$ cat config.mk
export PLATFORM = sky130hd
export DESIGN_NAME = prewitt_window_ctrl
export DESIGN_NICKNAME = d
export VERILOG_FILES = /design/src/rtl/prewitt_window_ctrl.sv
export SDC_FILE = /design/constraint.sdc
export NUM_CORES = 1
export LEC_CHECK = 0
export ABC_AREA = 1
export CAP_MARGIN = 20
export CORE_UTILIZATION = 55
export DETAILED_ROUTE_END_ITERATION = 10
export PLACE_DENSITY = 0.9
export SLEW_MARGIN = 20
export SYNTH_ARGS = -nofsm -noshare
export SYNTH_HDL_FRONTEND = slang
export SYNTH_SLANG_ARGS = --single-unit
$ cat constraint.sdc
create_clock -name clk -period 6.1 [get_ports clk]
set_input_delay 0.915 -clock clk [delete_from_list [all_inputs] [get_ports clk]]
set_output_delay 0.915 -clock clk [all_outputs]
set_load 0.05 [all_outputs]
$ cat src/rtl/prewitt_window_ctrl.sv
// Sequencing controller for the 3x3 Prewitt window datapath.
// Tracks column/row of the incoming pixel stream, drives line-buffer writes
// and the datapath valid, and carries result framing tags through a pipe
// that advances in lock-step with the datapath so they line up with dout.
//
// state    | meaning
// ---------+-----------------------------------------------------------
// ST_IDLE  | waiting for a beat with s_sof; other beats are dropped
// ST_FILL  | rows 0 and 1: priming the line buffers, no results
// ST_RUN   | rows 2..PIC_HEIGHT-1: interior results produced from col 2
// ST_FLUSH | PIPE_LAT drain beats to push the last results out; stalls input
module prewitt_window_ctrl #(
  parameter int PIC_WIDTH  = 480,
  parameter int PIC_HEIGHT = 272,
  parameter int PIPE_LAT   = 2
) (
  input  logic       clk,
  input  logic       rst_n,
  input  logic       s_valid,
  input  logic       s_sof,
  input  logic       s_eol,
  output logic       s_ready,
  output logic       lb_wr_en,
  output logic [8:0] lb_addr,
  output logic       lb_rotate,
  output logic       win_valid,
  output logic       m_valid,
  output logic       m_sof,
  output logic       m_eol,
  output logic       frame_done,
  output logic       err_len,
  output logic       err_sof
);

  typedef enum logic [1:0] {ST_IDLE, ST_FILL, ST_RUN, ST_FLUSH} state_t;

  localparam logic [8:0] COL_LAST = 9'(PIC_WIDTH - 1);
  localparam logic [8:0] ROW_LAST = 9'(PIC_HEIGHT - 1);
  localparam int         FW       = (PIPE_LAT > 1) ? $clog2(PIPE_LAT) : 1;
  localparam logic [FW-1:0] FLUSH_LOAD = FW'(PIPE_LAT - 1);

  state_t              state, state_nxt;
  logic [8:0]          col, col_nxt;
  logic [8:0]          row, row_nxt;
  logic [FW-1:0]       flush_cnt, flush_cnt_nxt;
  logic                frame_end;

  logic                accept;
  logic                in_frame;
  logic                restart;
  logic                frame_beat;
  logic [8:0]          beat_col;
  logic [8:0]          beat_row;
  logic                line_done;
  logic                len_bad;
  logic                tag_v, tag_sof, tag_eol;

  logic [PIPE_LAT-1:0] pipe_v, pipe_s, pipe_e;

  // Beat qualification and column/row of the current beat. A sof beat is
  // always col0,row0 of a fresh frame, whatever the counters held before.
  assign s_ready    = (state != ST_FLUSH);
  assign accept     = s_valid & s_ready;
  assign in_frame   = (state == ST_FILL) || (state == ST_RUN);
  assign restart    = accept & s_sof;
  assign frame_beat = accept & (in_frame | s_sof);
  assign beat_col   = restart ? 9'd0 : col;
  assign beat_row   = restart ? 9'd0 : row;

  // eol on a sof beat is ignored for line termination but still flagged
  // as a length error since col0 is never the last column.
  assign line_done  = frame_beat & ((beat_col == COL_LAST) | (s_eol & ~s_sof));
  assign len_bad    = frame_beat & ((s_eol & (beat_col != COL_LAST)) |
                                    (~s_eol & (beat_col == COL_LAST)));

  assign lb_wr_en   = frame_beat;
  assign lb_addr    = beat_col;
  assign win_valid  = frame_beat | (state == ST_FLUSH);

  // Tag for the window centred one row/col behind this beat; only RUN-state
  // beats from column 2 onward complete a full 3x3 interior window.
  assign tag_v   = frame_beat & (state == ST_RUN) & ~s_sof & (beat_col >= 9'd2);
  assign tag_sof = tag_v & (row == 9'd2) & (col == 9'd2);
  assign tag_eol = tag_v & (col == COL_LAST);

  // State register.
  always_ff @(posedge clk or negedge rst_n) begin
    if (!rst_n) state <= ST_IDLE;
    else        state <= state_nxt;
  end

  // Next-state, column/row advance and flush down-counter.
  always_comb begin
    state_nxt     = state;
    col_nxt       = col;
    row_nxt       = row;
    flush_cnt_nxt = flush_cnt;
    frame_end     = 1'b0;

    case (state)
      ST_IDLE: begin
        if (restart) state_nxt = ST_FILL;
      end
      ST_FILL, ST_RUN: begin
        if (line_done && beat_row == ROW_LAST)
          state_nxt = ST_FLUSH;
        else if (line_done && beat_row == 9'd1)
          state_nxt = ST_RUN;
        else if (restart)
          state_nxt = ST_FILL;
      end
      ST_FLUSH: begin
        if (flush_cnt == '0) begin
          state_nxt = ST_IDLE;
          frame_end = 1'b1;
        end else begin
          flush_cnt_nxt = flush_cnt - 1'b1;
        end
      end
      default: state_nxt = ST_IDLE;
    endcase

    if (frame_beat) begin
      if (line_done) begin
        col_nxt = 9'd0;
        row_nxt = beat_row + 9'd1;
      end else begin
        col_nxt = beat_col + 9'd1;
        row_nxt = beat_row;
      end
    end

    if (state_nxt == ST_FLUSH && state != ST_FLUSH) begin
      col_nxt       = 9'd0;
      row_nxt       = 9'd0;
      flush_cnt_nxt = FLUSH_LOAD;
    end
  end

  // Position counters and flush timer.
  always_ff @(posedge clk or negedge rst_n) begin
    if (!rst_n) begin
      col       <= 9'd0;
      row       <= 9'd0;
      flush_cnt <= '0;
    end else begin
      col       <= col_nxt;
      row       <= row_nxt;
      flush_cnt <= flush_cnt_nxt;
    end
  end

  // Tag pipe: advances only on datapath beats; a new sof drops pending tags.
  always_ff @(posedge clk or negedge rst_n) begin
    if (!rst_n) begin
      pipe_v <= '0;
      pipe_s <= '0;
      pipe_e <= '0;
    end else if (restart) begin
      pipe_v <= '0;
      pipe_s <= '0;
      pipe_e <= '0;
    end else if (win_valid) begin
      for (int i = PIPE_LAT - 1; i > 0; i--) begin
        pipe_v[i] <= pipe_v[i-1];
        pipe_s[i] <= pipe_s[i-1];
        pipe_e[i] <= pipe_e[i-1];
      end
      pipe_v[0] <= tag_v;
      pipe_s[0] <= tag_sof;
      pipe_e[0] <= tag_eol;
    end
  end

  // Registered single-cycle output framing and status pulses.
  always_ff @(posedge clk or negedge rst_n) begin
    if (!rst_n) begin
      m_valid    <= 1'b0;
      m_sof      <= 1'b0;
      m_eol      <= 1'b0;
      lb_rotate  <= 1'b0;
      err_len    <= 1'b0;
      err_sof    <= 1'b0;
      frame_done <= 1'b0;
    end else begin
      m_valid    <= win_valid & ~restart & pipe_v[PIPE_LAT-1];
      m_sof      <= win_valid & ~restart & pipe_v[PIPE_LAT-1] & pipe_s[PIPE_LAT-1];
      m_eol      <= win_valid & ~restart & pipe_v[PIPE_LAT-1] & pipe_e[PIPE_LAT-1];
      lb_rotate  <= line_done;
      err_len    <= len_bad;
      err_sof    <= restart & in_frame;
      frame_done <= frame_end;
    end
  end

endmodule

==> flow_summary_export.csv, run 1 <==
group,metric,value,unit
power_and_ir_drop,pwr-share-clk,0.152,
routing,wirelength,4.10,mm
grt,grt_pass1_vias,1593,
floorplan,row_count,21,
floorplan,die_y,61.6,um
routing,drtIter0Drc,86,
placed_design,dpl.hpwl,3.07,mm
synthesis,ys_types,30,
clock_network,clock_latency,0.34,ns
timing,rsz0062_at_grt,"no",
routing,drc,0,
synthesis,seq_area_frac_synth,0.435,
timing,whs,0.494,ns
layout,layout-area-overhead-vs-synth,17.1,%
timing,worst_pin_slew,0.506,ns
timing,max_freq,0.253,GHz
power_and_ir_drop,combPwrFrac,0.511,
floorplan,initial_core_util,0.581,
setup_path,end_kind,"output port",
synthesis,syn_area,1960,sq um
routing,vias,1705,
setup_path,reg2reg_depth,18,
timing,maxSlewHeadroom,0.662,
power_and_ir_drop,p_total,0.858,mW
setup_path,crit_required,5.18,ns
placed_design,dpl_worst_slack,2.15,ns
clock_network,holdBufCountCts,0,
synthesis,syn_area_per_cell,7.73,sq um
clock_network,cts_root_buf,"clkbuf_4",
synthesis,synth.net_count,265,
status,status,"completed",
setup_path,arrival,3.04,ns
setup_path,crit_fanout,27,
floorplan,die_area,3800,sq um
placed_design,finalWeightedCongestion,0.926,
power_and_ir_drop,sequentialPowerShare,0.337,
layout,nets,293,
hold_path,hp-class,"flop to flop",
power_and_ir_drop,p_leak,1.09,nW
power_and_ir_drop,p_sw_frac,0.476,
grt,grt_pass1_wl,7.17,mm
grt,grtUsageTotal,0.264,
floorplan,core,3360,sq um
floorplan,io_pins,24,
power_and_ir_drop,p_per_area,375,nW/um^2
grt,antenna_found_initial,0,
grt,grt_max_degree,35,
layout,layout-drive-gt1-share,0.0674,
power_and_ir_drop,netSwitchingPower,0.408,mW
clock_network,cts_sinks,34,
job,maxCapViolCount,0,
routing,first_pass_iters,5,
clock_network,ctsResizeCount,0,
power_and_ir_drop,p_int,0.450,mW
setup_path,crit_type,"input pin to output port",
clock_network,cts_setup_buffers,0,
timing,fin_crit_sh,0.648,
timing,drv_slew,0,
timing,hold_viol_final,0,
timing,finalSetupViolCount,0,
synthesis,ys_ff_latch,34,
clock_network,cts_buffer_depth,2,
routing,wl_per_cell,12.5,um
layout,fillCellCount,297,
placed_design,numPortBuffers,23,
clock_network,clkTransAtPathRegs,0.10,ns
grt,globalRouteOverflowTotal,0,
synthesis,syn_inst,253,
routing,ant_nets,0,
synthesis,ys_warn_count,0,
setup_path,cp-start-kind,"input pin",
timing,fin_ws,2.15,ns
timing,skew,0.00484,ns
clock_network,cts_buffers,5,
clock_network,cts_tree,"built",
routing,vias_per_cell,5.20,
timing,final.setup.tns,0,ns
floorplan,die_w,61.6,um
layout,antennaDiodeCount,0,
layout,utilization,0.681,
clock_network,htree_levels,2,
hold_path,whs_path_depth,1,
power_and_ir_drop,irDropWorstVdd,0.209,mV
timing,fin_crit,3.95,ns
[power by group through the flow]
stage          sequential (mW)  clock (mW)  combinational (mW)
6_report                 0.289       0.130               0.439
5_1_grt                  0.294       0.141               0.492
4_1_cts                  0.289       0.132               0.441
3_5_place_dp             0.293           0               0.440
3_3_place_gp             0.291           0               0.427
2_1_floorplan            0.310           0               0.308
[stage by stage]
step	area, sq um	std cells
after floorplan	1960	253
after global placement	2230	320
after detailed placement	2230	320
after CTS	2290	328
after global routing	2290	328
final	2290	328
[cells by family after synthesis]
logic type / share of synthesized area
DFF: 0.435
xor gates and xnor gates: 0.0448
and+or+nand+nor: 0.305
adders and majority gates: 0.0448
buffers and inverters: 0.0934
AOI/OAI and AO/OA: 0.0768
[path summary, 6_finish.rpt]
check                      startpoint    endpoint  slack [ns]
setup / recovery              s_valid   win_valid        2.15
hold / removal              flush_cnt  frame_done        0.49
setup reg to reg             state[1]      col[5]        3.04
hold reg to reg             flush_cnt  frame_done        0.49
max in group asynchronous       rst_n      col[4]        4.82
min in group asynchronous       rst_n     err_sof        0.98
[layout by cell type, fill, tap and decap left out]
cell type        instances
ha_1                     7
clkinv_2                 1
buf_4                    1
clkbuf_4                 5
xnor2_1                  2
nand2_2                  3
or2_2                    1
nor2_1                  40
nand3_4                  1
nand4_1                  5
a21boi_0                 1
clkinv_1                 3
a32oi_1                  2
o22ai_1                  4
dfrtp_1                 34
nor2_4                   2
nand3b_1                 1
a32o_1                   1
nand3_1                 14
xor2_1                   8
a22oi_1                  1
clkbuf_8                 1
o21ai_0                 12
o31ai_1                  1
clkdlybuf4s50_1         23
a21oi_1                  3
clkbuf_1                 1
nand3_2                  2
nor3_2                   1
inv_2                    1
nor3_1                   7
nand2_1                 52
nor4_1                   2
inv_1                   39
[registers in the layout, summed over array words and instances (netlist names)]
register / flops
col: 9
row: 9
pipe_e: 2
pipe_s: 2
pipe_v: 2
state: 2
err_len: 1
err_sof: 1
flush_cnt: 1
frame_done: 1
lb_rotate: 1
m_eol: 1
m_sof: 1
m_valid: 1
[critical path: stages]
cell and delay (ns):
clkdlybuf4s50_1 0.54, nand3_4 0.29, nand2_2 0.26, nor2_1 0.08, clkinv_1 0.13, clkdlybuf4s50_1 0.82
[synth_stat cells (all sizes together)]
library cell / instances / area, sq um
a22oi: 1 / 7.51
nand3: 17 / 108
dfrtp: 34 / 851
nand4: 5 / 31.3
a32o: 1 / 10.0
o22ai: 4 / 25.0
nor2: 42 / 173
clkinv: 3 / 11.3
or2: 1 / 6.26
xnor2: 2 / 17.5
buf: 3 / 21.3
a21oi: 3 / 15.0
xor2: 8 / 70.1
nor3: 8 / 45.0
inv: 40 / 150
o21ai: 12 / 60.1
a21boi: 1 / 7.51
a32oi: 2 / 17.5
o31ai: 1 / 7.51
nand2: 55 / 214
ha: 7 / 87.6
nor4: 2 / 12.5
nand3b: 1 / 7.51
[layout make-up]
cell class | count | area, sq um | share of cell area
multi-input combinational | 173 | 922 | 0.403
sequential | 34 | 851 | 0.372
timing repair buffer | 24 | 238 | 0.104
inverter | 43 | 161 | 0.0705
tap | 46 | 57.6 | 0.0251
clock buffer | 7 | 55.1 | 0.0240
clock inverter | 1 | 5.00 | 0.00219
[layer usage]
| layer | vias up | share of wire | GRT usage |
|---|---|---|---|
| li1 | 859 | - | - |
| met1 | 780 | 0.46 | 0.349 |
| met2 | 58 | 0.47 | 0.418 |
| met3 | 8 | 0.051 | 0.0672 |
| met4 | 0 | 0.018 | 0.0984 |
| met5 | - | 0 | 0 |
Note: power is estimated with default switching activity, not from simulation.
==> run 2: changes to the inputs <==
--- a/config.mk
+++ b/config.mk
@@ -7,9 +7,9 @@
 export LEC_CHECK = 0
 export ABC_AREA = 1
 export CAP_MARGIN = 20
-export CORE_UTILIZATION = 55
+export CORE_UTILIZATION = 50
 export DETAILED_ROUTE_END_ITERATION = 10
-export PLACE_DENSITY = 0.9
+export PLACE_DENSITY = 0.87
 export SLEW_MARGIN = 20
 export SYNTH_ARGS = -nofsm -noshare
 export SYNTH_HDL_FRONTEND = slang
==> constraint.sdc (replaced) <==
create_clock -name clk -period 3.55 [get_ports clk]
set_input_delay 0.5325 -clock clk [delete_from_list [all_inputs] [get_ports clk]]
set_output_delay 0.5325 -clock clk [all_outputs]
set_load 0.05 [all_outputs]
==> flow_summary_export.csv, run 2 (synthesized netlist as in run 1, its figures left out) <==
group,metric,value,unit
status,status,"completed",
setup_path,cp-start-kind,"flop",
clock_network,cts_sinks,34,
power_and_ir_drop,p_per_area,668,nW/um^2
floorplan,row_count,22,
power_and_ir_drop,p_int,0.835,mW
grt,grt_pass1_vias,1582,
routing,first_pass_iters,4,
timing,max_freq,0.313,GHz
power_and_ir_drop,sequentialPowerShare,0.319,
setup_path,reg2reg_depth,17,
power_and_ir_drop,p_total,1.56,mW
placed_design,dpl.hpwl,3.06,mm
power_and_ir_drop,irDropWorstVdd,0.282,mV
floorplan,core,3720,sq um
clock_network,cts_buffers,5,
grt,grt_pass1_wl,7.08,mm
routing,ant_nets,0,
timing,skew,0.00295,ns
placed_design,dpl_worst_slack,0.334,ns
grt,grtUsageTotal,0.227,
power_and_ir_drop,p_sw_frac,0.464,
floorplan,initial_core_util,0.526,
routing,vias,1723,
setup_path,crit_type,"flop to output port",
layout,fillCellCount,336,
power_and_ir_drop,p_leak,1.11,nW
setup_path,crit_required,3.02,ns
timing,final.setup.tns,0,ns
power_and_ir_drop,pwr-share-clk,0.188,
clock_network,clock_latency,0.29,ns
layout,final_area,2330,sq um
timing,fin_crit_sh,0.901,
clock_network,holdBufCountCts,0,
setup_path,crit_fanout,20,
timing,fin_crit,3.20,ns
setup_path,end_kind,"output port",
grt,grt_max_degree,35,
layout,mostFrequentLayoutCells,"nand2_1 (52), nor2_1 (40), inv_1 (39), dfrtp_1 (34), clkdlybuf4s50_1 (23)",
clock_network,htree_levels,2,
placed_design,numPortBuffers,23,
clock_network,clkTransAtPathRegs,0.07,ns
clock_network,ctsResizeCount,0,
setup_path,arrival,2.67,ns
routing,drc,0,
routing,drtIter0Drc,131,
timing,fin_ws,0.351,ns
timing,maxSlewHeadroom,0.668,
timing,drv_slew,0,
layout,nets,294,
grt,antenna_found_initial,0,
routing,vias_per_cell,5.21,
floorplan,io_pins,24,
clock_network,cts_setup_buffers,0,
timing,rsz0062_at_grt,"no",
placed_design,place_area,2240,sq um
grt,globalRouteOverflowTotal,0,
layout,top_regs,"col (9), row (9)",
clock_network,cts_tree,"built",
layout,layout-drive-gt1-share,0.0707,
layout,antennaDiodeCount,0,
hold_path,whs_path_depth,2,
timing,hold_viol_final,0,
routing,wirelength,4.18,mm
clock_network,cts_buffer_depth,2,
hold_path,hp-class,"flop to flop",
job,maxCapViolCount,0,
power_and_ir_drop,combPwrFrac,0.492,
layout,mostFrequentLayoutCell,"nand2_1",
timing,worst_pin_slew,0.497,ns
layout,utilization,0.627,
floorplan,die_w,64.5,um
floorplan,die_y,64.5,um
floorplan,die_area,4170,sq um
placed_design,finalWeightedCongestion,0.888,
timing,finalSetupViolCount,0,
layout,layout-area-overhead-vs-synth,19.2,%
routing,wl_per_cell,12.6,um
power_and_ir_drop,netSwitchingPower,0.724,mW
clock_network,cts_root_buf,"clkbuf_8",
## run 2: cell count changes in the layout (fill, tap and decap cells not counted)
| cell | previous run | this run |
|---|---|---|
| clkbuf_4 | 5 | 0 |
| clkbuf_8 | 1 | 6 |
| buf_4 | 1 | 2 |
## run 2: worst max-delay path: stages, from the launching register on
cell and delay (ns):
dfrtp_1 0.44, ha_1 0.27, inv_2 0.14, nand3_4 0.23
nand2_2 0.25, nor2_1 0.09, clkinv_1 0.14, clkdlybuf4s50_1 0.82
## run 2: power by group through the flow
stage                     Clock (mW)  Sequential [mW]  Combinational, mW
after floorplan                    0            0.533              0.529
after global placement             0            0.500              0.739
after detailed placement           0            0.502              0.762
after CTS                      0.296            0.496              0.767
after global routing           0.317            0.505              0.833
final                          0.293            0.498              0.767
## run 2: path summary, 6_finish.rpt
check,startpoint,end,slack (ns)
worst max-delay path,state[1],win_valid,0.35
worst min-delay path,pipe_s[0],pipe_s[0],0.49
worst max register to register,state[1],row[2],0.56
worst min register to register,pipe_s[0],pipe_s[0],0.49
max in group asynchronous,rst_n,row[4],2.60
min in group asynchronous,rst_n,m_eol,0.65
## run 2: area by class of cell
class / instances / area (sq um) / area share
timing repair buffer: 25 / 245 / 0.105
sequential: 34 / 851 / 0.365
tap: 48 / 60.1 / 0.0258
clock inverter: 1 / 5.00 / 0.00215
multi-input combinational: 173 / 922 / 0.396
clock buffer: 7 / 86.3 / 0.0370
inverter: 43 / 161 / 0.0692
## run 2: routing by layer
layer  wire length (um)  up-vias  track usage
met5                  0        -            0
met4                 71        0        0.106
met3                242        8       0.0370
met2               1970       56        0.371
met1               1900      800        0.293
li1                   -      859            -
## run 2: through the flow
stage,hold WS (ns),cells
final,0.492,331
after global routing,0.533,331
after CTS,0.490,331
after detailed placement,0.476,323
after global placement,0.467,323
after floorplan,0.237,253
